===== src/rtl/uart_rx_param_if.sv =====
// Receive-side handshake bundle of the parametrised UART receiver.
// The holding register drives data, flags and valid; the consumer drives ready.
interface uart_rx_param_if #(
  parameter int DATA_BITS = 8
) ();
  logic [DATA_BITS-1:0] rx_data;
  logic                 rx_valid;
  logic                 rx_ready;
  logic                 frame_err;
  logic                 parity_err;
  logic                 overrun;

  modport master (
    output rx_data,
    output rx_valid,
    output frame_err,
    output parity_err,
    output overrun,
    input  rx_ready
  );

  modport slave (
    input  rx_data,
    input  rx_valid,
    input  frame_err,
    input  parity_err,
    input  overrun,
    output rx_ready
  );
endinterface


===== src/rtl/uart_rx_param.sv =====
// Parametrised UART receiver: 2-of-3 vote, error flags, one-entry hold.
// Parity state and checker exist only with `UART_RX_PARITY_EN defined.
module uart_rx_param #(
  parameter int CLK_FREQ   = 50_000_000,
  parameter int BAUD_RATE  = 115200,
  parameter int OVERSAMPLE = 16,
  parameter int DATA_BITS  = 8,
  parameter int PARITY     = 0,
  parameter int STOP_BITS  = 1
) (
  input  logic           clk,
  input  logic           reset_n,
  input  logic           rxd,
  output logic           busy,
  uart_rx_param_if.master rx
);
  localparam int SAMPLE_DIV =
    CLK_FREQ / (BAUD_RATE * OVERSAMPLE);
  localparam int M  = OVERSAMPLE / 2;
  localparam int DW =
    (SAMPLE_DIV < 2) ? 1 : $clog2(SAMPLE_DIV);
  localparam int SW = $clog2(OVERSAMPLE);
  localparam int BW = $clog2(DATA_BITS + 1);

  localparam logic [2:0] S_IDLE  = 3'd0;
  localparam logic [2:0] S_START = 3'd1;
  localparam logic [2:0] S_DATA  = 3'd2;
  localparam logic [2:0] S_STOP  = 3'd4;
`ifdef UART_RX_PARITY_EN
  localparam logic [2:0] S_PAR   = 3'd3;
`endif

  generate
    if (OVERSAMPLE < 8 || OVERSAMPLE % 2 != 0) begin : g_e_os
      $error("OVERSAMPLE must be even and >= 8");
    end
    if (DATA_BITS < 5 || DATA_BITS > 9) begin : g_e_db
      $error("DATA_BITS must be 5..9");
    end
    if (STOP_BITS < 1 || STOP_BITS > 2) begin : g_e_sb
      $error("STOP_BITS must be 1 or 2");
    end
    if (SAMPLE_DIV < 1) begin : g_e_div
      $error("SAMPLE_DIV must be >= 1");
    end
`ifdef UART_RX_PARITY_EN
    if (PARITY < 0 || PARITY > 2) begin : g_e_par
      $error("PARITY must be 0, 1 or 2");
    end
`else
    if (PARITY != 0) begin : g_w_par
      $warning("PARITY ignored: parity not built");
    end
`endif
  endgenerate

  logic                 rx_meta;
  logic                 rxs;
  logic                 armed;
  logic [2:0]           state;
  logic [DW-1:0]        div_cnt;
  logic [SW-1:0]        s_idx;
  logic [BW-1:0]        bit_cnt;
  logic                 stop_cnt;
  logic                 smp0;
  logic                 smp1;
  logic [DATA_BITS-1:0] shreg;
  logic                 ferr_p;
  logic [DATA_BITS-1:0] data_q;
  logic                 valid_q;
  logic                 ferr_q;
  logic                 perr_q;
  logic                 ovr_q;

  logic tick;
  logic wrap;
  logic vote_en;
  logic vote;
  logic last_stop;
  logic commit;

  assign tick    = (state != S_IDLE) &&
                   (div_cnt == DW'(SAMPLE_DIV - 1));
  assign wrap    = tick && (s_idx == SW'(OVERSAMPLE - 1));
  assign vote_en = tick && (s_idx == SW'(M + 1));
  assign vote    = (smp0 & smp1) | (smp0 & rxs) |
                   (smp1 & rxs);
  assign last_stop = (stop_cnt == 1'(STOP_BITS - 1));
  assign commit  = vote_en && (state == S_STOP) && last_stop;

`ifdef UART_RX_PARITY_EN
  logic perr_p;
  logic exp_par;
  assign exp_par = (PARITY == 1) ? ~^shreg : ^shreg;
`endif

  always_ff @(posedge clk or negedge reset_n) begin
    if (!reset_n) begin
      rx_meta  <= 1'b1;
      rxs      <= 1'b1;
      armed    <= 1'b0;
      state    <= S_IDLE;
      div_cnt  <= '0;
      s_idx    <= '0;
      bit_cnt  <= '0;
      stop_cnt <= 1'b0;
      smp0     <= 1'b1;
      smp1     <= 1'b1;
      shreg    <= '0;
      ferr_p   <= 1'b0;
`ifdef UART_RX_PARITY_EN
      perr_p   <= 1'b0;
`endif
    end else begin
      rx_meta <= rxd;
      rxs     <= rx_meta;
      armed   <= armed | rxs;
      if (state == S_IDLE || tick) div_cnt <= '0;
      else div_cnt <= div_cnt + 1'b1;
      if (tick) s_idx <= wrap ? '0 : s_idx + 1'b1;
      if (tick && s_idx == SW'(M - 1)) smp0 <= rxs;
      if (tick && s_idx == SW'(M)) smp1 <= rxs;
      unique case (state)
        S_IDLE: begin
          s_idx    <= '0;
          bit_cnt  <= '0;
          stop_cnt <= 1'b0;
          ferr_p   <= 1'b0;
`ifdef UART_RX_PARITY_EN
          perr_p   <= 1'b0;
`endif
          if (armed && !rxs) state <= S_START;
        end
        S_START: begin
          if (vote_en && vote) state <= S_IDLE;
          else if (wrap) state <= S_DATA;
        end
        S_DATA: begin
          if (vote_en) begin
            shreg   <= {vote, shreg[DATA_BITS-1:1]};
            bit_cnt <= bit_cnt + 1'b1;
          end
          if (wrap && bit_cnt == BW'(DATA_BITS)) begin
`ifdef UART_RX_PARITY_EN
            state <= (PARITY != 0) ? S_PAR : S_STOP;
`else
            state <= S_STOP;
`endif
          end
        end
`ifdef UART_RX_PARITY_EN
        S_PAR: begin
          if (vote_en && vote != exp_par) perr_p <= 1'b1;
          if (wrap) state <= S_STOP;
        end
`endif
        S_STOP: begin
          if (vote_en) begin
            if (!vote) ferr_p <= 1'b1;
            // leave mid-bit so the next start edge is caught
            if (last_stop) state <= S_IDLE;
            else stop_cnt <= 1'b1;
          end
        end
        default: state <= S_IDLE;
      endcase
    end
  end

  always_ff @(posedge clk or negedge reset_n) begin
    if (!reset_n) begin
      data_q  <= '0;
      valid_q <= 1'b0;
      ferr_q  <= 1'b0;
      perr_q  <= 1'b0;
      ovr_q   <= 1'b0;
    end else begin
      ovr_q <= 1'b0;
      if (valid_q && rx.rx_ready) begin
        valid_q <= 1'b0;
        ferr_q  <= 1'b0;
        perr_q  <= 1'b0;
      end
      if (commit) begin
        if (!valid_q || rx.rx_ready) begin
          data_q  <= shreg;
          valid_q <= 1'b1;
          ferr_q  <= ferr_p | ~vote;
`ifdef UART_RX_PARITY_EN
          perr_q  <= perr_p;
`else
          perr_q  <= 1'b0;
`endif
        end else begin
          ovr_q <= 1'b1;
        end
      end
    end
  end

  assign rx.rx_data    = data_q;
  assign rx.rx_valid   = valid_q;
  assign rx.frame_err  = ferr_q;
  assign rx.parity_err = perr_q;
  assign rx.overrun    = ovr_q;
  assign busy          = (state != S_IDLE);
endmodule


===== src/flat_wrapper.sv =====
// flat-port wrapper written by rule: the top's interface ports become plain ports
module uart_rx_param_flat 
#(
  parameter int CLK_FREQ   = 50_000_000,
  parameter int BAUD_RATE  = 115200,
  parameter int OVERSAMPLE = 16,
  parameter int DATA_BITS  = 8,
  parameter int PARITY     = 0,
  parameter int STOP_BITS  = 1
)
  (clk, reset_n, rxd, busy, rx_rx_data, rx_rx_valid, rx_frame_err, rx_parity_err, rx_overrun, rx_rx_ready);
  uart_rx_param_if #(.DATA_BITS(DATA_BITS)) rx_i ();
  input  logic clk;
  input  logic reset_n;
  input  logic rxd;
  output logic busy;
  output wire logic [$bits(rx_i.rx_data)-1:0] rx_rx_data;
  output wire logic [$bits(rx_i.rx_valid)-1:0] rx_rx_valid;
  output wire logic [$bits(rx_i.frame_err)-1:0] rx_frame_err;
  output wire logic [$bits(rx_i.parity_err)-1:0] rx_parity_err;
  output wire logic [$bits(rx_i.overrun)-1:0] rx_overrun;
  input wire logic [$bits(rx_i.rx_ready)-1:0] rx_rx_ready;
  assign rx_rx_data = rx_i.rx_data;
  assign rx_rx_valid = rx_i.rx_valid;
  assign rx_frame_err = rx_i.frame_err;
  assign rx_parity_err = rx_i.parity_err;
  assign rx_overrun = rx_i.overrun;
  assign rx_i.rx_ready = rx_rx_ready;
  uart_rx_param #(.CLK_FREQ(CLK_FREQ), .BAUD_RATE(BAUD_RATE), .OVERSAMPLE(OVERSAMPLE), .DATA_BITS(DATA_BITS), .PARITY(PARITY), .STOP_BITS(STOP_BITS)) u_core (.clk(clk), .reset_n(reset_n), .rxd(rxd), .busy(busy), .rx(rx_i));
endmodule

===== config.mk =====
export PLATFORM = sky130hd
export DESIGN_NAME = uart_rx_param_flat
export DESIGN_NICKNAME = d
export VERILOG_FILES = /design/src/rtl/uart_rx_param_if.sv /design/src/rtl/uart_rx_param.sv /design/src/flat_wrapper.sv
export SDC_FILE = /design/constraint.sdc
export NUM_CORES = 1
export LEC_CHECK = 0
export CAP_MARGIN = 20
export CORE_ASPECT_RATIO = 1.5
export CORE_MARGIN = 5
export CORE_UTILIZATION = 40
export DETAILED_ROUTE_END_ITERATION = 7
export HOLD_SLACK_MARGIN = 0.05
export PLACE_DENSITY_LB_ADDON = 0.15
export SETUP_SLACK_MARGIN = 0.3
export SLEW_MARGIN = 20
export SYNTH_ARGS = -nofsm -noshare
export SYNTH_HDL_FRONTEND = slang
export SYNTH_SLANG_ARGS = --single-unit

===== constraint.sdc =====
create_clock -name clk -period 2.16 [get_ports clk]
set_input_delay 0.648 -clock clk [delete_from_list [all_inputs] [get_ports clk]]
set_output_delay 0.648 -clock clk [all_outputs]
set_load 0.01 [all_outputs]

==> results.md, run 1 <==
• **result of the run** finished clean
• **# rows** 31
• **Antenna diodes** 0
• **design area** 2360 um^2
• **Total Nets Final** 204
• **category of cells accounting for the largest share of critical-path delay** simple AND/OR/NAND/NOR gates
• **maximum resistive drop on vdd** 546 uV
• **path class of the lowest-slack min-delay path** reg2reg
• **flop2flop setup slack** 0.32 ns
• **starting density of the core** 40.6%
• **DIE WIDTH** 66.8 um
• **Port-buffer cells** 16
• **worst rel slew slack** 64.9%
• **DIE AREA** 6360 um^2
• **total length of routed met2 wires** 1930 um
• **mean instance size in the synthesized netlist** 11.8 um^2
• **synthesis-to-layout area growth** 21.8%
• **Reg clk slew, reported paths** 0.08 ns
• **placer congestion estimate** 0.735
• **RSZ-0062 raised after global routing** true
• **total count of hold-check failures in the final report** 0
• **global-route wire length before repair** 6290 um
• **Reg-to-Reg Start** u_core.state[0]
• **Core Region** 4770 um^2
• **portion of the clock cycle consumed by the worst path in the final layout** 85.0%
• **library cell contributing the largest single delay on the critical path** dfrtp_2
• **start point of the worst min-delay path** u_core.rx_meta
• **Fin Setup TNS** 0 ns
• **Remaining Overflow, GRT** 0
• **Worst Hold Slack** 0.363 ns
• **Root Buffer** clkbuf_8
• **post-route non-filler standard cell count** 260
• **Critical Path RT** 2.35 ns
• **count of final max-slew check failures** 0
• **number of synthesized register bits** 43
• **power density over the cells** 763 nW/um^2
• **Netlist Area Pre-Place** 1940 um^2
• **routed via count** 1,262
• **actual slew at the worst max-slew pin** 0.527 ns
• **leakage power total** 1.17 nW
• **critical path data arrival time** 2.02 ns
• **die extent in y** 95.2 um
• **clock latency at the later pin of the worst-skew pair** 0.30 ns
• **Synthesis Warnings** 0
• **CTS tree** done
• **DRC marker count from the first detailed-route iteration** 28
• **sink count of the clock tree** 43
• **ranking of synthesized cells by area** dfrtp_1 50%, mux2_2 9.3%, dfstp_2 5.4%, ha_1 4.5%, nand2_1 2.5%
• **cell depth of the worst flop-to-flop path** 5
• **number of cells in the design after placement** 247
• **utilization of the core after routing** 49.5%
• **Top Ports** 17
• **post-synth cell types** 40
• **hold bufs inserted after CTS** 0
• **number of global-route vias before repair** 1,344
• **Worst Hold Path EP** u_core.rxs
• **maximum frequency from static timing analysis** 544 MHz
• **CTS buffer count** 5
• **count of mapped cells out of synthesis** 164
• **WL per Instance** 13.9 um
• **buffering stage count on the worst path with inverters included** 1
• **Cell Chain, Critical Path** buf_4 > or3b_4 > nor4_4 > nand2_4 > mux2_2
• **detailed-placement wirelength estimate** 2540 um
• **CTS Buffer Depth** 2
• **post-synthesis sequential area ratio** 55.8%
• **remaining antenna violation count** 0
• **DR DRC count** 0
• **routed wire length** 3610 um
• **met3 routed wirelength** 131 um
• **instance count along the most critical hold path** 0
• **htree depth** 2
• **Worst setup EP type** flip-flop
• **number of antenna violations at the first check in global routing** 0
• **fill cell count** 446
• **CP Class** reg2reg
• **cell type contributing the most total cell area after synthesis** dfrtp_1
• **drt first pass iters** 4
• **total routing resource utilization after global routing** 13.1%
• **share of post-route cells with drive strength above 1** 28.9%
• **top layer reached by signal wires** met4
• **wire length on met1** 1470 um
• **reg2reg end** u_core.rx.rx_data[1]
• **# Max-Cap Violations** 0
• **crit path time final** 1.84 ns
• **skew final** 0.00578 ns
• **count of endpoints failing setup in the final report** 0
• **area share of the leading cell type in the synthesized netlist** 50.4%
• **launch point of the critical path** u_core.state[0]
• **Critical Path Source Type** flip-flop
• **longest individual stage delay on the worst path** 0.44 ns
• **maximum number of pins on one net before global-route repair** 44
• **placed cell area** 2190 um^2
• **crit-path max FO** 8
• **synthesized net count** 175
• **vias per std cell** 4.85
repair_timing:
| item | CTS | global route |
|---|---|---|
| setup endpoints to repair | 7 | 20 |
| buffers inserted | 3 | 2 |
| gates resized for setup | 13 | 11 |
| pin swaps | 0 | 1 |
stage by stage:
step / total power [mW] / setup slack, ns
2_1_floorplan: 1.14 / 0.437
3_3_place_gp: 1.20 / 0.237
6_report: 1.80 / 0.323
4_1_cts: 1.80 / 0.251
3_5_place_dp: 1.23 / 0.190
5_1_grt: 1.91 / 0.276
final cells by class:
type	instances	area (um^2)	area share (%)
Multi-Input combinational cell	105	810	34.3
Tap cell	66	82.6	3.50
Clock buffer	7	96.3	4.08
Sequential cell	43	1080	46.0
Timing Repair Buffer	26	234	9.92
Inverter	12	45.0	1.91
Clock inverter	1	7.51	0.318
cells in the mapped netlist:
cell type,number
a21oi_1,8
and2_1,2
and3b_1,1
and4b_1,1
buf_2,3
clkbuf_2,1
dfrtp_1,39
dfstp_2,4
ha_1,7
inv_1,12
maj3_1,1
mux2_2,16
nand2_1,13
nand2_4,1
nand2b_1,1
nand3_1,8
nand3_2,1
nand3b_1,2
nand4_1,1
nand4b_1,1
nand4b_4,1
nor2_1,8
nor2b_1,1
nor3_1,1
nor3_2,1
nor3b_1,1
nor4_1,2
nor4_4,1
o211ai_1,1
o21a_1,1
o21ai_0,7
o221ai_1,1
o311ai_0,1
o31ai_1,2
or2_2,1
or3_1,2
or3b_4,1
or4_1,3
xnor2_1,1
xor2_1,4
cell families (layout without fill, tap and decap cells):
| group | count (synthesis) | count (layout) | synth area share [%] |
|---|---|---|---|
| AO/OA/AOI/OAI | 21 | 21 | 6.33 |
| XOR/XNOR | 5 | 5 | 2.26 |
| adder cells (fa/ha/maj) | 8 | 8 | 5.04 |
| buffers and inverters | 16 | 46 | 3.36 |
| flip-flops | 43 | 43 | 55.8 |
| multiplexers | 16 | 16 | 9.30 |
| AND/OR/NAND/NOR | 55 | 55 | 17.9 |
layer usage:
metal  GRT usage, %  vias up
met1           15.3      605
met3           3.66        9
met5              0        -
met2           21.8       18
li1               -      630
met4           6.27        0
power breakdown:
group          internal, mW  switching (mW)  leakage [nW]  total (mW)
registers             0.877          0.0825         0.559       0.959
logic                 0.139           0.137         0.558       0.276
clock network         0.291           0.275        0.0505       0.566
total                  1.31           0.494          1.17        1.80
registers in the layout (all words and copies together) (netlist names), 3 cells and up:
signal and cells:
u_core.rx.rx_data 8, u_core.shreg 8, u_core.div_cnt 5, u_core.bit_cnt 4, u_core.s_idx 4, u_core.state 3
worst max-delay path by stage:
stage                           end  slack, ns  cells after the start
3_3_place_gp   u_core.rx.rx_data[5]       0.24                      4
6_report       u_core.rx.rx_data[1]       0.32                      5
4_1_cts                        busy       0.25                      3
3_5_place_dp   u_core.rx.rx_data[1]       0.19                      4
5_1_grt        u_core.rx.rx_data[2]       0.28                      6
2_1_floorplan       u_core.shreg[4]       0.44                      7
worst reg2reg max path: stages, from the launching register on:
cell	delay [ns]
dfrtp_2	0.44
buf_4	0.17
or3b_4	0.41
nor4_4	0.24
nand2_4	0.16
mux2_2	0.31
placed cells by master, fill, tap and decap left out, types with 2 or more instances in the layout:
cell type | netlist | routed
dfrtp_1 | 39 | 36
mux2_2 | 16 | 16
nand2_1 | 13 | 13
inv_1 | 12 | 11
buf_4 | 0 | 10
nor2_1 | 8 | 8
nand3_1 | 8 | 8
a21oi_1 | 8 | 8
o21ai_0 | 7 | 7
clkbuf_8 | 0 | 7
dlymetal6s2s_1 | 0 | 6
ha_1 | 7 | 5
dlygate4sd2_1 | 0 | 5
xor2_1 | 4 | 4
dfstp_2 | 4 | 4
clkdlybuf4s50_1 | 0 | 3
dfrtp_2 | 0 | 3
nand3b_1 | 2 | 2
or4_1 | 3 | 2
and2_1 | 2 | 2
or3_1 | 2 | 2
nor4_1 | 2 | 2
o31ai_1 | 2 | 2
ha_2 | 0 | 2
Power figures use the tool's default switching activity.
==> run 2: changes to the inputs <==
CORE_UTILIZATION = 24   (was 40)
==> run 2 against run 1 <==
- first-iteration DRC count rose to 3.4 times the previous value
- register-to-register slack better by 0.03 ns
- critical path depth is 1 lower
- via count up 6.0%
- clock skew down 0.0015 ns
- total power is 12% higher
- combinational power rose by 1%
- cell area is 7.4% higher
==> results.md, run 2 (synthesis results as in run 1) <==
• **CTS buffer count** 5, unchanged
• **maximum number of pins on one net before global-route repair** 24, was 44
• **synthesis-to-layout area growth** 30.8%, was 21.8%
• **Critical Path Source Type** flip-flop, unchanged
• **remaining antenna violation count** 0, unchanged
• **maximum resistive drop on vdd** 386 uV, was 546 uV
• **drt first pass iters** 4, unchanged
• **actual slew at the worst max-slew pin** 0.531 ns, was 0.527 ns
• **met2 Use GR** 16.0%, was 21.8%
• **flop2flop setup slack** 0.35 ns, was 0.32 ns
• **maximum frequency from static timing analysis** 541 MHz, was 544 MHz
• **placer congestion estimate** 0.751, was 0.735
• **worst rel slew slack** 64.6%, was 64.9%
• **WL per Instance** 13.6 um, was 13.9 um
• **crit path time final** 1.85 ns, was 1.84 ns
• **leading cell types in the layout, fill and taps excluded** 36 x dfrtp_1, 15 x mux2_2, 15 x buf_4, was 36 x dfrtp_1, 16 x mux2_2, 13 x nand2_1
• **routed wire length** 4150 um, was 3610 um
• **DRC marker count from the first detailed-route iteration** 96, was 28
• **count of endpoints failing setup in the final report** 0, unchanged
• **RSZ-0062 raised after global routing** true, unchanged
• **CP Class** reg2out, was reg2reg
• **global-route wire length before repair** 7290 um, was 6290 um
• **met3 global-route usage** 2.95%, was 3.66%
• **fill cell count** 802, was 446
• **share of post-route cells with drive strength above 1** 32.8%, was 28.9%
• **met1 Use GR** 9.83%, was 15.3%
• **Root Buffer** clkbuf_16, was clkbuf_8
• **Fin Setup TNS** 0 ns, unchanged
• **Top Ports** 17, unchanged
• **Reg clk slew, reported paths** 0.07 ns, was 0.08 ns
• **path class of the lowest-slack min-delay path** in2async, was reg2reg
• **commonest non-fill, non-tap cell in the layout** dfrtp_1, unchanged
• **portion of the clock cycle consumed by the worst path in the final layout** 85.6%, was 85.0%
• **CTS tree** done, unchanged
• **# rows** 40, was 31
• **leakage power total** 1.20 nW, was 1.17 nW
• **Port-buffer cells** 16, unchanged
• **CTS Buffer Depth** 2, unchanged
• **htree depth** 2, unchanged
• **clock latency at the later pin of the worst-skew pair** 0.29 ns, was 0.30 ns
• **DIE WIDTH** 83.4 um, was 66.8 um
• **sink count of the clock tree** 43, unchanged
• **Total Nets Final** 211, was 204
• **total routing resource utilization after global routing** 9.16%, was 13.1%
• **critical path data arrival time** 1.20 ns, was 2.02 ns
• **result of the run** finished clean, unchanged
• **DR DRC count** 0, unchanged
• **total count of hold-check failures in the final report** 0, unchanged
• **Antenna diodes** 0, unchanged
• **Critical Path RT** 1.51 ns, was 2.35 ns
• **DIE AREA** 10,000 um^2, was 6360 um^2
• **power density over the cells** 799 nW/um^2, was 763 nW/um^2
• **count of final max-slew check failures** 0, unchanged
• **Pwr Total** 2.02 mW, was 1.80 mW
• **number of antenna violations at the first check in global routing** 0, unchanged
• **die extent in y** 120 um, was 95.2 um
• **global-route layer with the greatest usage** met2, unchanged
• **number of global-route vias before repair** 1,502, was 1,344
• **Remaining Overflow, GRT** 0, unchanged
• **starting density of the core** 24.3%, was 40.6%
• **detailed-placement wirelength estimate** 2950 um, was 2540 um
• **Worst setup EP type** output port, was flip-flop
• **# Max-Cap Violations** 0, unchanged
• **Core Region** 7960 um^2, was 4770 um^2
• **crit-path max FO** 2, was 8
• **vias per std cell** 4.37, was 4.85
• **skew final** 0.00423 ns, was 0.00578 ns
• **routed via count** 1,338, was 1,262
==> run 2: through the flow <==
stage	setup WS, ns	hold WS (ns)	cells	cell area [um^2]	utilization (%)
4_1_cts	0.276	0.346	298	2440	30.7
5_1_grt	0.256	0.367	306	2530	31.8
3_5_place_dp	0.178	0.348	288	2260	28.3
6_report	0.311	0.331	306	2530	31.8
2_1_floorplan	0.437	0.345	164	1940	-
3_3_place_gp	0.229	0.353	288	2260	28.3
==> run 2: worst paths after layout <==
path                                        end  depth (start not counted)            start
max reg2reg                u_core.rx.rx_data[0]                          5  u_core.state[0]
max in group asynchronous     u_core.bit_cnt[3]                          2          reset_n
min reg2reg                          u_core.rxs                          0   u_core.rx_meta
max                                        busy                          4  u_core.state[0]
min                           u_core.div_cnt[3]                          1          reset_n
min in group clk                     u_core.rxs                          0   u_core.rx_meta
==> run 2: layout make-up <==
| type | instances | area (um^2) | area share (%) |
|---|---|---|---|
| inverters | 12 | 45.0 | 1.78 |
| clock buffers | 5 | 125 | 4.94 |
| well taps | 105 | 131 | 5.19 |
| clock inverters | 3 | 26.3 | 1.04 |
| multi-input cells | 105 | 827 | 32.6 |
| flip-flops and latches | 43 | 1080 | 42.8 |
| repair buffers | 33 | 294 | 11.6 |
==> run 2: metal layers <==
layer / part of all wire, % / vias to the layer above
met5: 0 / -
met4: 2.3 / 0
met3: 3.6 / 10
met2: 52 / 16
met1: 42 / 671
li1: - / 641
==> run 2: critical path, stage by stage, from the launching register on <==
cell,delay (ns)
dfrtp_1,0.39
buf_4,0.15
nor3_4,0.18
inv_2,0.06
buf_2,0.14
==> run 2: report_power, final <==
group / total (mW) / switching, mW / internal (mW)
sequential: 0.957 / 0.0783 / 0.879
clock: 0.787 / 0.347 / 0.439
combinational: 0.280 / 0.145 / 0.135
==> run 2: timing repair <==
| item | 4_1_cts | 5_1_grt |
|---|---|---|
| endpoints found under the hold margin | 0 | 0 |
| hold buffers | 0 | 0 |
| pin swaps | 0 | 5 |
| buffers inserted | 2 | 8 |
| resized for setup | 13 | 15 |
| endpoints found under the setup margin | 8 | 17 |
==> run 3: changes to the inputs <==
SLEW_MARGIN = 10   (was 20)
==> results of run 3 <==
The final DEF is identical to that of run 2; final timing and power are the same.
